<file path="src/rtl/round_ctrl.sv">
// ---------------------------------------------------------------------------
// round_ctrl
// Sequences one lottery round ahead of the cash digit-splitter. It loads the
// drawn numbers, reads the player's tickets one number at a time (rejecting
// illegal or repeated numbers), scores every completed ticket into a
// saturating payout sum, and finally pulses finish so the cash block can
// latch sum and V.
//
// Handshakes: a draw number is taken on a cycle where draw_valid && draw_ready,
// and a bet number on a cycle where n_valid && n_ready. The ready signals are
// pure state decodes and never depend on the valid inputs. A rejected number
// still completes its handshake; it raises err on the following cycle and is
// neither stored nor counted.
//
// Ports
//   clk        in   1   rising-edge clock
//   reset      in   1   synchronous, active-high reset
//   start      in   1   begin a round (only looked at in IDLE)
//   draw_valid in   1   draw_num valid this cycle
//   draw_num   in   6   drawn number
//   draw_ready out  1   high in LOAD_DRAW
//   n_valid    in   1   N_in valid this cycle
//   N_in       in   6   player bet number
//   n_ready    out  1   high in READ_BET
//   bets_done  in   1   player has no more tickets
//   err        out  1   1-cycle pulse, number rejected
//   sum        out  10  accumulated payout, saturating at SAT_MAX
//   V          out  1   high while no ticket has been scored this round
//   finish     out  1   1-cycle pulse ending the round
//   busy       out  1   high in every state except IDLE
//   state_dbg  out  3   current FSM state, for debug and checkers
// ---------------------------------------------------------------------------
module round_ctrl #(
    parameter int N_BETS  = 5,
    parameter int MAX_NUM = 60,
    parameter int SAT_MAX = 999
) (
    input  logic       clk,
    input  logic       reset,
    input  logic       start,
    input  logic       draw_valid,
    input  logic [5:0] draw_num,
    output logic       draw_ready,
    input  logic       n_valid,
    input  logic [5:0] N_in,
    output logic       n_ready,
    input  logic       bets_done,
    output logic       err,
    output logic [9:0] sum,
    output logic       V,
    output logic       finish,
    output logic       busy,
    output logic [2:0] state_dbg
);

    localparam logic [2:0] IDLE      = 3'd0;
    localparam logic [2:0] LOAD_DRAW = 3'd1;
    localparam logic [2:0] READ_BET  = 3'd2;
    localparam logic [2:0] SCORE     = 3'd3;
    localparam logic [2:0] FINISH    = 3'd4;

    localparam logic [6:0] MAX_L    = 7'(MAX_NUM);
    localparam logic [2:0] LAST_IDX = 3'(N_BETS - 1);

    logic [2:0] state;
    logic [2:0] draw_cnt;
    logic [2:0] bet_cnt;
    logic [2:0] hits;
    logic [5:0] draw_reg [N_BETS];
    logic [5:0] bet_reg  [N_BETS];

    logic        draw_legal;
    logic        draw_dup;
    logic        bet_legal;
    logic        bet_dup;
    logic        bet_hit;
    logic [8:0]  prize;
    logic [10:0] sum_add;
    logic [9:0]  sum_sat;

    assign draw_ready = (state == LOAD_DRAW);
    assign n_ready    = (state == READ_BET);
    assign finish     = (state == FINISH);
    assign busy       = (state != IDLE);
    assign state_dbg  = state;

    assign draw_legal = (draw_num != 6'd0) && ({1'b0, draw_num} <= MAX_L);
    assign bet_legal  = (N_in != 6'd0) && ({1'b0, N_in} <= MAX_L);

    // Only the entries already filled in this round/ticket take part in the
    // duplicate search. Every draw register is valid once READ_BET is reached,
    // so the hit search looks at all of them.
    always_comb begin
        draw_dup = 1'b0;
        bet_dup  = 1'b0;
        bet_hit  = 1'b0;
        for (int i = 0; i < N_BETS; i++) begin
            if ((3'(i) < draw_cnt) && (draw_reg[i] == draw_num)) draw_dup = 1'b1;
            if ((3'(i) < bet_cnt) && (bet_reg[i] == N_in))       bet_dup  = 1'b1;
            if (draw_reg[i] == N_in)                             bet_hit  = 1'b1;
        end
    end

    // Payout table relative to a full match. The N_BETS-3 tier only exists
    // when tickets have at least three numbers.
    always_comb begin
        prize = 9'd0;
        if (hits == 3'(N_BETS))
            prize = 9'd400;
        else if (hits == 3'(N_BETS - 1))
            prize = 9'd100;
        else if (hits == 3'(N_BETS - 2))
            prize = 9'd20;
        else if ((N_BETS >= 3) && (hits == 3'(N_BETS - 3)))
            prize = 9'd5;
    end

    // 999 + 400 fits in 11 bits, so the clamp sees the true sum.
    assign sum_add = {1'b0, sum} + {2'b00, prize};
    assign sum_sat = (sum_add > 11'(SAT_MAX)) ? 10'(SAT_MAX) : sum_add[9:0];

    always_ff @(posedge clk) begin
        if (reset) begin
            state    <= IDLE;
            sum      <= 10'd0;
            V        <= 1'b0;
            err      <= 1'b0;
            draw_cnt <= 3'd0;
            bet_cnt  <= 3'd0;
            hits     <= 3'd0;
            for (int i = 0; i < N_BETS; i++) begin
                draw_reg[i] <= 6'd0;
                bet_reg[i]  <= 6'd0;
            end
        end else begin
            err <= 1'b0;
            case (state)
                IDLE: begin
                    if (start) begin
                        state    <= LOAD_DRAW;
                        sum      <= 10'd0;
                        V        <= 1'b1;
                        draw_cnt <= 3'd0;
                        bet_cnt  <= 3'd0;
                        hits     <= 3'd0;
                        for (int i = 0; i < N_BETS; i++) begin
                            draw_reg[i] <= 6'd0;
                            bet_reg[i]  <= 6'd0;
                        end
                    end
                end

                LOAD_DRAW: begin
                    if (draw_valid) begin
                        if (!draw_legal || draw_dup) begin
                            err <= 1'b1;
                        end else begin
                            draw_reg[draw_cnt] <= draw_num;
                            draw_cnt           <= draw_cnt + 3'd1;
                            if (draw_cnt == LAST_IDX) state <= READ_BET;
                        end
                    end
                end

                READ_BET: begin
                    // An empty ticket is the only point where the player may
                    // stop; this takes priority over a number offered in the
                    // same cycle, which is simply dropped.
                    if (bets_done && (bet_cnt == 3'd0)) begin
                        state <= FINISH;
                    end else if (n_valid) begin
                        if (!bet_legal || bet_dup) begin
                            err <= 1'b1;
                        end else begin
                            bet_reg[bet_cnt] <= N_in;
                            bet_cnt          <= bet_cnt + 3'd1;
                            hits             <= hits + {2'b00, bet_hit};
                            if (bet_cnt == LAST_IDX) state <= SCORE;
                        end
                    end
                end

                SCORE: begin
                    sum     <= sum_sat;
                    V       <= 1'b0;
                    hits    <= 3'd0;
                    bet_cnt <= 3'd0;
                    for (int i = 0; i < N_BETS; i++) bet_reg[i] <= 6'd0;
                    state   <= READ_BET;
                end

                FINISH: begin
                    state <= IDLE;
                end

                default: begin
                    state <= IDLE;
                end
            endcase
        end
    end

endmodule
</file>
<file path="config.mk">
export PLATFORM = sky130hd
export DESIGN_NAME = round_ctrl
export DESIGN_NICKNAME = d
export VERILOG_FILES = /design/src/rtl/round_ctrl.sv
export SDC_FILE = /design/constraint.sdc
export NUM_CORES = 1
export LEC_CHECK = 0
export CORE_MARGIN = 10
export CORE_UTILIZATION = 55
export DETAILED_ROUTE_END_ITERATION = 16
export GPL_TIMING_DRIVEN = 1
export PLACE_DENSITY = 0.75
export SETUP_SLACK_MARGIN = 0.02
export SLEW_MARGIN = 20
export SYNTH_ARGS = -nofsm -noshare
export SYNTH_HDL_FRONTEND = slang
export SYNTH_SLANG_ARGS = --single-unit
</file>
<file path="constraint.sdc">
create_clock -name clk -period 7 [get_ports clk]
set_input_delay 0.7 -clock clk [delete_from_list [all_inputs] [get_ports clk]]
set_output_delay 0.7 -clock clk [all_outputs]
set_load 0.01 [all_outputs]
</file>
==> impl_metrics.csv <==
group,metric,value,unit
route,drt_wl_total,11300,µm
route,drt-vias-per-instance,5.63,
synthesis,yosysTopAreaCell,"edfxtp_1",
clock_network,cts_tree,"done",
clock_network,htree_levels,3,
pwr,irDropWorstVdd,0.000118,V
global_route,antenna_found_initial,0,
timing,timing.fmax,281,MHz
synthesis,synth_cell_types,63,
timing,min_period,3560,ps
global_route,grt-busiest-layer,"met2",
placement,dp_cells,650,
clock_network,insertion_delay,370,ps
synthesis,ys_top_cells_by_area,"edfxtp_1 (34%), dfxtp_1 (9.1%), xnor2_1 (8.1%)",
worst_setup_path,path_class,"in -> reg",
global_route,overflow,0,
route,ant_nets,0,
finish,area_delta_synth_final,10.5,%
floorplan,rows,35,
synthesis,synth_top_area_share,34.1,%
finish,fin_cells,666,
worst_setup_path,endpoint_kind,"flip-flop",
timing,finalClockSkew,14.0,ps
clock_network,cts_root_buf,"clkbuf_8",
floorplan,floorplan.die.width,118,µm
synthesis,synth_common_cells,"and2_1 (62), edfxtp_1 (60), xnor2_1 (49), xor2_1 (45), dfxtp_1 (24)",
global_route,use_met3,3.50,%
synthesis,synth.most_common_cell,"and2_1",
finish,final_util,63.0,%
clock_network,cts.sinks,84,
floorplan,io_pins,37,
floorplan,dieArea,13900,µm²
worst_setup_path,start_kind,"input pin",
finish,fin_nets,562,
floorplan,start_util,57.0,%
synthesis,synth_area_per_cell,10.2,µm²
placement,portBuffers,36,
synthesis,synth_flop_cell,"edfxtp_1",
clock_network,cts_buffer_depth,2,
worst_setup_path,reg2reg_from,"hits[0]",
timing,slew_violations,0,
route,routedWlPerCell,17.0,µm
floorplan,die_h,118,µm
timing,tightestPinTransition,904,ps
synthesis,async_flop_share,0,%
worst_setup_path,cp_max_fo,16,
synthesis,netlist_instances,517,
worst_setup_path,required,7060,ps
finish,multiInputGateArea,2800,µm²
synthesis,synth_fp_nets,547,
finish,final-seq-area,2280,µm²
placement,hpwlAfterDp,8110,µm
timing,setup_violations,0,
clock_network,cts_resized,0,
pwr,p_per_area,213,nW/µm²
worst_setup_path,ff2ff_path_depth,10,
global_route,use_met2,26.9,%
timing,finalHoldViolations,0,
timing,final.period_utilization,50.8,%
clock_network,postCtsSetupRepairBufs,0,
worst_setup_path,worstSetupStartpoint,"N_in[0]",
run_status,status,"finished, final reports clean",
synthesis,synth_seq_cells,84,
hold_path,min_path_type,"reg -> reg",
global_route,grt_pass1_vias,3639,
clock_network,cts_hold_buf,0,
route,first_iter_violations,236,
worst_setup_path,r2r_end,"sum[3]",
synthesis,synth_edf_count,60,
finish,final_layout_size_suffix_gt1_share,7.64,%
placement,place_congestion,0.832,
timing,slew-limit-headroom,39.5,%
clock_network,cts_buffers,9,
clock_network,cts.reportedPaths.clkPinSlew,100,ps
global_route,grt_max_degree,19,
finish,fillers,782,
synthesis,seq_area_frac_synth,43.1,%
finish,diodes,0,
route,drt-pass1-iter-count,5,
synthesis,synth_warnings,0,
pwr,p_leak,2.20,nW
timing,finalSetupTns,0,ps
global_route,met1_usage,20.3,%
timing,rsz0062_at_grt,"false",
route,drc,0,
global_route,grt_pass1_wl,18700,µm
worst_setup_path,reg2reg_setup_slack,3840,ps
run,maxCapViolCount,0,
synthesis,netlist_area,5290,µm²
worst_setup_path,cp.arrival,3610,ps
floorplan,coreArea,9280,µm²
route,via_count,3751,
worst_setup_path,cp-endpoint,"bet_reg[1][0]",
global_route,track_usage,16.2,%
==> final cells by class <==
type | count | share of cell area [%]
Multi-Input combinational cell | 385 | 47.9
Inverter | 15 | 0.963
Clock inverter | 7 | 0.920
Clock buffer | 9 | 2.12
Timing Repair Buffer | 37 | 6.29
Sequential cell | 84 | 39.0
Tap cell | 129 | 2.76
==> cell usage in the layout, fill, tap and decap left out, drive strengths merged, types with 2 or more instances in the layout <==
cell type,Yosys,final
and2,62,62
edfxtp,60,60
xnor2,50,50
xor2,45,45
clkdlybuf4s50,0,36
dfxtp,24,24
nor2,20,20
nand2,20,20
nor4,20,20
nor3,20,20
a21oi,17,17
nand2b,17,17
o21ai,16,16
inv,15,15
nand4,13,13
ha,12,12
clkbuf,10,9
nand3,7,7
or3,5,5
a21o,5,5
a31oi,5,5
a41oi,4,4
a22o,4,4
or2,4,4
clkinv,0,4
a21boi,3,3
o2111ai,3,3
o211ai,3,3
clkinvlp,0,3
a211oi,3,3
nor2b,2,2
or3b,2,2
and4,2,2
a211o,2,2
==> metal layers <==
metal	vias to the layer above	routed length [µm]
li1	1865	-
met1	1782	5040
met2	93	5610
met3	11	537
met4	0	123
met5	-	0
==> where the power goes <==
| part | leakage, nW | total (W) | internal [W] | switching (W) |
|---|---|---|---|---|
| Clock | 0.0814 | 0.000315 | 0.000130 | 0.000186 |
| Sequential | 0.849 | 0.000666 | 0.000607 | 0.0000592 |
| Combinational | 1.27 | 0.000266 | 0.000122 | 0.000144 |
==> metrics by stage <==
step                worst slack, ps  instance area (µm²)  power (W)  hold WS [ps]
floorplan                      4140                 5290   0.000856           480
global placement               3210                 5670   0.000937           467
detailed placement             3020                 5670   0.000945           473
CTS                            3400                 5850    0.00126           486
global route                   3210                 5850    0.00132           523
finish                         3440                 5850    0.00125           481
==> critical path, stage by stage <==
cell	delay (ps)
clkdlybuf4s50_1	1060
xnor2_1	170
o2111ai_1	140
nor4_1	110
nor4_4	450
nand4_4	250
nor4_2	410
nand2b_1	320
==> cell families (layout without fill, tap and decap cells) <==
| kind of cell | Yosys count | in the layout | synth area share [%] |
|---|---|---|---|
| DFF | 84 | 84 | 43.1 |
| and+or+nand+nor | 200 | 200 | 23.5 |
| muxes | 1 | 1 | 0.189 |
| xor gates and xnor gates | 96 | 96 | 16.3 |
| adders and majority gates | 12 | 12 | 2.84 |
| AOI/OAI and AO/OA | 76 | 76 | 10.2 |
| buffers and inverters | 48 | 68 | 3.88 |
==> how the worst min path moves through the flow <==
stage | startpoint | endpoint | cells after the start
global route | sum[2] | sum[2] | 2
floorplan | hits[2] | hits[2] | 2
CTS | sum[2] | sum[2] | 2
global placement | sum[2] | sum[2] | 2
detailed placement | sum[2] | sum[2] | 2
finish | sum[2] | sum[2] | 2
No activity file was read; power rests on OpenSTA's default activity.
